<file path="src/rtl/mem_port_arbiter.sv">
// mem_port_arbiter: shares one single-port memory between instruction fetch and load/store.
// LS has priority, and a starvation guard protects IF. Define ARB_PERF_CNT_EN to add grant/conflict counters.
module mem_port_arbiter #(
  parameter int ADDR_W     = 32,
  parameter int DATA_W     = 32,
  parameter int MEM_LAT    = 2,
  parameter int STARVE_MAX = 4
) (
  input  logic              clk,
  input  logic              reset,
  input  logic              if_req,
  input  logic [ADDR_W-1:0] if_addr,
  output logic [DATA_W-1:0] if_rdata,
  output logic              if_ack,
  input  logic              ls_req,
  input  logic              ls_we,
  input  logic [ADDR_W-1:0] ls_addr,
  input  logic [DATA_W-1:0] ls_wdata,
  output logic [DATA_W-1:0] ls_rdata,
  output logic              ls_ack,
  output logic              mem_en,
  output logic              mem_we,
  output logic [ADDR_W-1:0] mem_addr,
  output logic [DATA_W-1:0] mem_wdata,
  input  logic [DATA_W-1:0] mem_rdata,
  output logic              stall
`ifdef ARB_PERF_CNT_EN
  ,
  output logic [31:0]       perf_if_grants,
  output logic [31:0]       perf_ls_grants,
  output logic [31:0]       perf_conflicts
`endif
);

  typedef enum logic [1:0] {IDLE, ISSUE, WAIT, ACK} state_t;

  state_t     state, state_nxt;
  logic [3:0] wait_cnt;
  logic [3:0] starve_cnt;
  logic       win_ls;
  logic       lat_we;
  logic       grant_if;
  logic       grant_ls;

  // IF is forced through only once LS has starved it STARVE_MAX times in a row
  assign grant_if = if_req && (!ls_req || (starve_cnt == 4'(STARVE_MAX)));
  assign grant_ls = ls_req && !grant_if;

  assign stall = (if_req & ~if_ack) | (ls_req & ~ls_ack);

  always_comb begin
    state_nxt = state;
    mem_en    = 1'b0;
    mem_we    = 1'b0;
    if_ack    = 1'b0;
    ls_ack    = 1'b0;
    case (state)
      IDLE:  if (if_req || ls_req) state_nxt = ISSUE;
      ISSUE: begin
        mem_en    = 1'b1;
        mem_we    = lat_we;
        state_nxt = WAIT;
      end
      WAIT:  if (wait_cnt == 4'd0) state_nxt = ACK;
      ACK: begin
        if_ack    = !win_ls;
        ls_ack    = win_ls;
        state_nxt = IDLE;
      end
      default: state_nxt = IDLE;
    endcase
  end

  // Request latching happens only in IDLE, so the ACK cycle can never re-sample a request
  always_ff @(posedge clk) begin
    if (reset) begin
      state      <= IDLE;
      wait_cnt   <= 4'd0;
      starve_cnt <= 4'd0;
      win_ls     <= 1'b0;
      lat_we     <= 1'b0;
      mem_addr   <= '0;
      mem_wdata  <= '0;
      if_rdata   <= '0;
      ls_rdata   <= '0;
    end else begin
      state <= state_nxt;
      case (state)
        IDLE: begin
          if (grant_ls) begin
            win_ls    <= 1'b1;
            lat_we    <= ls_we;
            mem_addr  <= ls_addr;
            mem_wdata <= ls_wdata;
            if (if_req && (starve_cnt != 4'(STARVE_MAX)))
              starve_cnt <= starve_cnt + 4'd1;
          end else if (grant_if) begin
            win_ls     <= 1'b0;
            lat_we     <= 1'b0;
            mem_addr   <= if_addr;
            starve_cnt <= 4'd0;
          end
        end
        ISSUE: wait_cnt <= 4'(MEM_LAT - 1);
        WAIT: begin
          if (wait_cnt == 4'd0) begin
            if (!win_ls)
              if_rdata <= mem_rdata;
            else if (!lat_we)
              ls_rdata <= mem_rdata;
          end else begin
            wait_cnt <= wait_cnt - 4'd1;
          end
        end
        default: ;
      endcase
    end
  end

`ifdef ARB_PERF_CNT_EN
  always_ff @(posedge clk) begin
    if (reset) begin
      perf_if_grants <= 32'd0;
      perf_ls_grants <= 32'd0;
      perf_conflicts <= 32'd0;
    end else if (state == IDLE) begin
      if (grant_if) perf_if_grants <= perf_if_grants + 32'd1;
      if (grant_ls) perf_ls_grants <= perf_ls_grants + 32'd1;
      if (if_req && ls_req) perf_conflicts <= perf_conflicts + 32'd1;
    end
  end
`endif

endmodule

</file>
<file path="config.mk">
export PLATFORM = sky130hd
export DESIGN_NAME = mem_port_arbiter
export DESIGN_NICKNAME = d
export VERILOG_FILES = /design/src/rtl/mem_port_arbiter.sv
export SDC_FILE = /design/constraint.sdc
export NUM_CORES = 1
export LEC_CHECK = 0
export CELL_PAD_IN_SITES_DETAIL_PLACEMENT = 0
export CELL_PAD_IN_SITES_GLOBAL_PLACEMENT = 1
export CORE_UTILIZATION = 30
export DETAILED_ROUTE_END_ITERATION = 8
export GPL_TIMING_DRIVEN = 0
export PLACE_DENSITY_LB_ADDON = 0.1
export SETUP_SLACK_MARGIN = 0.05
export SYNTH_ARGS = -nofsm -noshare
export SYNTH_HDL_FRONTEND = slang
export SYNTH_SLANG_ARGS = --single-unit
</file>
<file path="constraint.sdc">
create_clock -name clk -period 1.8 [get_ports clk]
set_input_delay 0.27 -clock clk [delete_from_list [all_inputs] [get_ports clk]]
set_output_delay 0.27 -clock clk [all_outputs]
set_load 0.01 [all_outputs]
</file>
==> impl_summary.log <==
[metrics] share of synthesized area occupied by flip-flops and latches: 47.02%
[metrics] maximum buffer depth of the clock tree: 2
[metrics] uppermost layer routed: met4
[metrics] clock tree from TritonCTS: yes
[metrics] worst min-delay path class: input port to register
[metrics] M1 WL: 10,160 µm
[metrics] final number of hold-violating endpoints: 0
[metrics] mean number of vias per cell: 5.082
[metrics] number of register bits inferred by synthesis: 140
[metrics] Die Y-Extent: 143.0 µm
[metrics] period utilization: 92.93%
[metrics] max-slew violation total from the final report: 0
[metrics] Clock Skew: around 0.013 ns
[metrics] number of flops mapped to enable cells by yosys: 0
[metrics] violation count after the first detailed-routing iteration: approximately 340
[metrics] net switching power of the design: between 4000 and 5000 µW
[metrics] kind of capture point of the worst setup path: register
[metrics] total area of multi-input combinational cells: roughly 2800 µm²
[metrics] horizontal extent of the die: 143.0 µm
[metrics] Worst Path Class, Setup: register to register
[metrics] Area growth syn-to-layout: 64.46%
[metrics] Synth top area share: 47.02%
[metrics] data required time at the worst endpoint: roughly 2.1 ns
[metrics] Worst R2R End: state[0]
[metrics] Placement Rows: 51
[metrics] initial antenna violation count: 1
[metrics] synth warn: 0
[metrics] number of placed I/O pins: 266
[metrics] routed length on met3: between 1500 and 2000 µm
[metrics] drt wl/cell: 17.51 µm
[metrics] setup ws final: 0.1273 ns
[metrics] placer's final routability congestion estimate: 0.7716
[metrics] Die Area: 20,440 µm²
[metrics] storage element area: 2811 µm²
[metrics] post-detailed-route DRC marker count: 0
[metrics] H-tree lvl count: 4
[metrics] clock sink count: 140
[metrics] placed wire-length estimate after detailed placement: 16,030 µm
[metrics] launching point of the worst reg2reg path: wait_cnt[0]
[metrics] part of the total power dissipated in combinational logic: 38.1%
[metrics] initial core utilization: 30.63%
[metrics] Largest delay share family, worst path: simple AND/OR/NAND/NOR gates
[metrics] total power per unit cell area: 1247 nW/µm²
[metrics] share of layout cells above drive strength 1: 10.95%
[metrics] Crit path arrival time: 1.99 ns
[metrics] setup violators final: 0
[metrics] router iterations before antenna repair: 5
[metrics] GRT Resource Usage Total: 21.93%
[metrics] number of cells on the worst hold path: 4
[metrics] part of the power in the clock network: 28.7%
[metrics] Primary FF master, synth: sky130_fd_sc_hd__dfxtp_1
[metrics] minimum hold slack: 0.2550 ns
[metrics] share of total power in sequential cells: between 30% and 40%
[metrics] status: finished clean
[metrics] library cell used as clock root buffer: sky130_fd_sc_hd__clkbuf_16
[metrics] Hold Path End: starve_cnt[1]
[metrics] Slew @ Worst Pin: roughly 0.73 ns
[metrics] IR Drop Worst-Case VDD: 0.6977 mV
[metrics] hold_sp: if_req
[metrics] worst max-slew margin expressed relative to the limit: approximately half
[metrics] top cells by area in the synthesized netlist: sky130_fd_sc_hd__dfxtp_1, sky130_fd_sc_hd__a21oi_1, sky130_fd_sc_hd__o21ai_0
[metrics] most common cell after layout, fill and taps aside: sky130_fd_sc_hd__clkdlybuf4s50_1
[metrics] Power Total: 12,220 µW
[metrics] largest incremental delay on the critical path: 0.49 ns
[metrics] setup slack, reg-to-reg: 0.13 ns
[metrics] Gate Count Post-Synth: 722
[metrics] internal power contribution: 7993 µW
[metrics] unique cell type count in the Yosys netlist: 35
[metrics] total wire length after detailed routing: 22,570 µm
[metrics] RSZ-0062 raised after global routing: no
[metrics] number of global-route vias before repair: around 6,300
[metrics] maximum net fanout on the critical path: 6
[metrics] clock-pin slew of the registers on the worst-case setup and hold paths: 0.06 ns
[metrics] Via Count: about 6,600
[metrics] largest area contributor in the synthesized netlist: sky130_fd_sc_hd__dfxtp_1
[metrics] Static Leak: 0.003402 µW
[metrics] share of flip-flops with an asynchronous set or reset: 0%
[metrics] total congestion overflow: 0
[metrics] worst-case reg-to-reg path depth: 5
[metrics] ordered list of cells on the worst path: inv_1, ha_4, or3b_2, a22o_1, a211oi_1
[metrics] number of nets produced by synthesis: 862
[metrics] fin nets: ~1,200
[metrics] global-route wire length before repair: 34,780 µm
[metrics] maximum number of pins on one net before global-route repair: 17
[metrics] Antenna Nets Post-Route: 0
[metrics] wire length on met2: 10,470 µm
[metrics] clock period minus worst slack: roughly 1.7 ns
[metrics] pre-CTS setup slack: -1.130 ns
[metrics] synthesized area per cell: 8.256 µm²
[metrics] fill cell count: 1,925
[metrics] cts bufs inserted: 17
[metrics] final cell utilization of the core: between 50% and 60%
[metrics] Max Cap Viol: 0
[metrics] switching portion of total power: roughly 35%
[metrics] sum of buffers and inverters on the critical path: 1
[metrics] library cell contributing the largest single delay on the critical path: sky130_fd_sc_hd__or3b_2
[metrics] I/O Buffers: 263
[metrics] f_max: 597.8 MHz
[metrics] area of the mapped netlist: about 6000 µm²
[metrics] placeable core region: 19,460 µm²
[metrics] startpoint class of the critical path: register
[metrics] most frequent cells in the layout: sky130_fd_sc_hd__clkdlybuf4s50_1, sky130_fd_sc_hd__dfxtp_1, sky130_fd_sc_hd__a21oi_1
[metrics] clock latency of the later-clocked register in the worst-skew pair: 0.42 ns
[metal layers]
layer	vias to the layer above	track usage (%)
met1	3062	29.00
met5	-	0
met3	19	6.472
met4	0	5.829
li1	3263	-
met2	207	34.56
[worst reg2reg max path: cells and delay by family (launching register included)]
kind	cells	cell delay, ns
simple gates	1	0.49
fa+ha+maj	1	0.18
buf+inv	1	0.13
compound gates	2	0.45
flops	1	0.33
[state kept, by name, indices dropped and copies added, names as in the netlist]
register and count:
ls_rdata 32, mem_wdata 32, lat_we 1, state 2
if_rdata 32, starve_cnt 4, wait_cnt 4, win_ls 1
mem_addr 32
[cell usage after synthesis, types with 2 or more instances]
cell,n
sky130_fd_sc_hd__nor3_1,2
sky130_fd_sc_hd__nand3_1,98
sky130_fd_sc_hd__and2_1,3
sky130_fd_sc_hd__nand4b_1,4
sky130_fd_sc_hd__a21oi_1,104
sky130_fd_sc_hd__a311oi_1,32
sky130_fd_sc_hd__clkbuf_1,71
sky130_fd_sc_hd__buf_1,5
sky130_fd_sc_hd__nand3b_1,2
sky130_fd_sc_hd__nor2_1,36
sky130_fd_sc_hd__nand4_1,35
sky130_fd_sc_hd__o31ai_1,32
sky130_fd_sc_hd__nand2_1,7
sky130_fd_sc_hd__o21ai_0,100
sky130_fd_sc_hd__inv_1,9
sky130_fd_sc_hd__ha_1,7
sky130_fd_sc_hd__a31oi_1,2
sky130_fd_sc_hd__nand2b_1,3
sky130_fd_sc_hd__buf_6,2
sky130_fd_sc_hd__nor2b_1,3
sky130_fd_sc_hd__dfxtp_1,140
sky130_fd_sc_hd__mux2i_1,2
sky130_fd_sc_hd__buf_2,11
[cell type report]
| type | instances | area share [%] |
|---|---|---|
| Timing Repair Buffer | 270 | 27.42 |
| Buffer | 88 | 5.322 |
| Clock inverter | 13 | 1.429 |
| Clock buffer | 19 | 4.518 |
| Antenna cell | 1 | 0.02553 |
| Multi-Input combinational cell | 484 | 28.88 |
| Inverter | 9 | 0.3446 |
| Sequential cell | 140 | 28.68 |
| Tap cell | 265 | 3.382 |
[cells by family (layout without fill, tap and decap cells)]
kind of cell / count (synthesis) / in the layout / share of synthesized area [%]
compound gates: 276 / 276 / 26.93
simple gates: 199 / 199 / 17.59
flops: 140 / 140 / 47.02
buf+inv: 98 / 399 / 6.654
fa+ha+maj: 7 / 7 / 1.469
mux: 2 / 2 / 0.3359
other cells: 0 / 1 / 0
[worst max path at each step]
stage / startpoint / to / slack, ns / cells after the start
3_5_place_dp: ls_req / stall / -1.13 / 6
5_1_grt: starve_cnt[0] / mem_addr[24] / 0.04 / 7
3_3_place_gp: ls_req / stall / -1.08 / 6
4_1_cts: state[1] / mem_we / 0.05 / 4
6_report: wait_cnt[0] / state[0] / 0.13 / 5
2_1_floorplan: starve_cnt[0] / starve_cnt[3] / 0.18 / 6
[metrics by stage]
stage	setup TNS, ns	instances	cell area, µm²
after floorplan	0	722	5961
after CTS	0	1284	9644
final	0	1289	9803
after detailed placement	-38.37	1250	8925
after global routing	0	1289	9803
after global placement	-32.96	1250	8925
[power groups by stage]
stage	sequential, µW	combinational [µW]	clock [µW]
4_1_cts	4070	4470	3570
5_1_grt	4150	5070	3710
3_3_place_gp	4100	4370	0
6_report	4070	4650	3500
2_1_floorplan	4330	1910	0
3_5_place_dp	4110	4350	0
[what timing repair did]
action                                  in CTS  in global routing
gates resized for setup                     67                 59
buffers inserted                             3                  3
endpoints found under the hold margin        0                  0
endpoints found under the setup margin     139                128
cloned                                       0                  1
pin swaps                                    1                  4
hold buffers                                 0                  0
(Power assumes the default switching activity.)
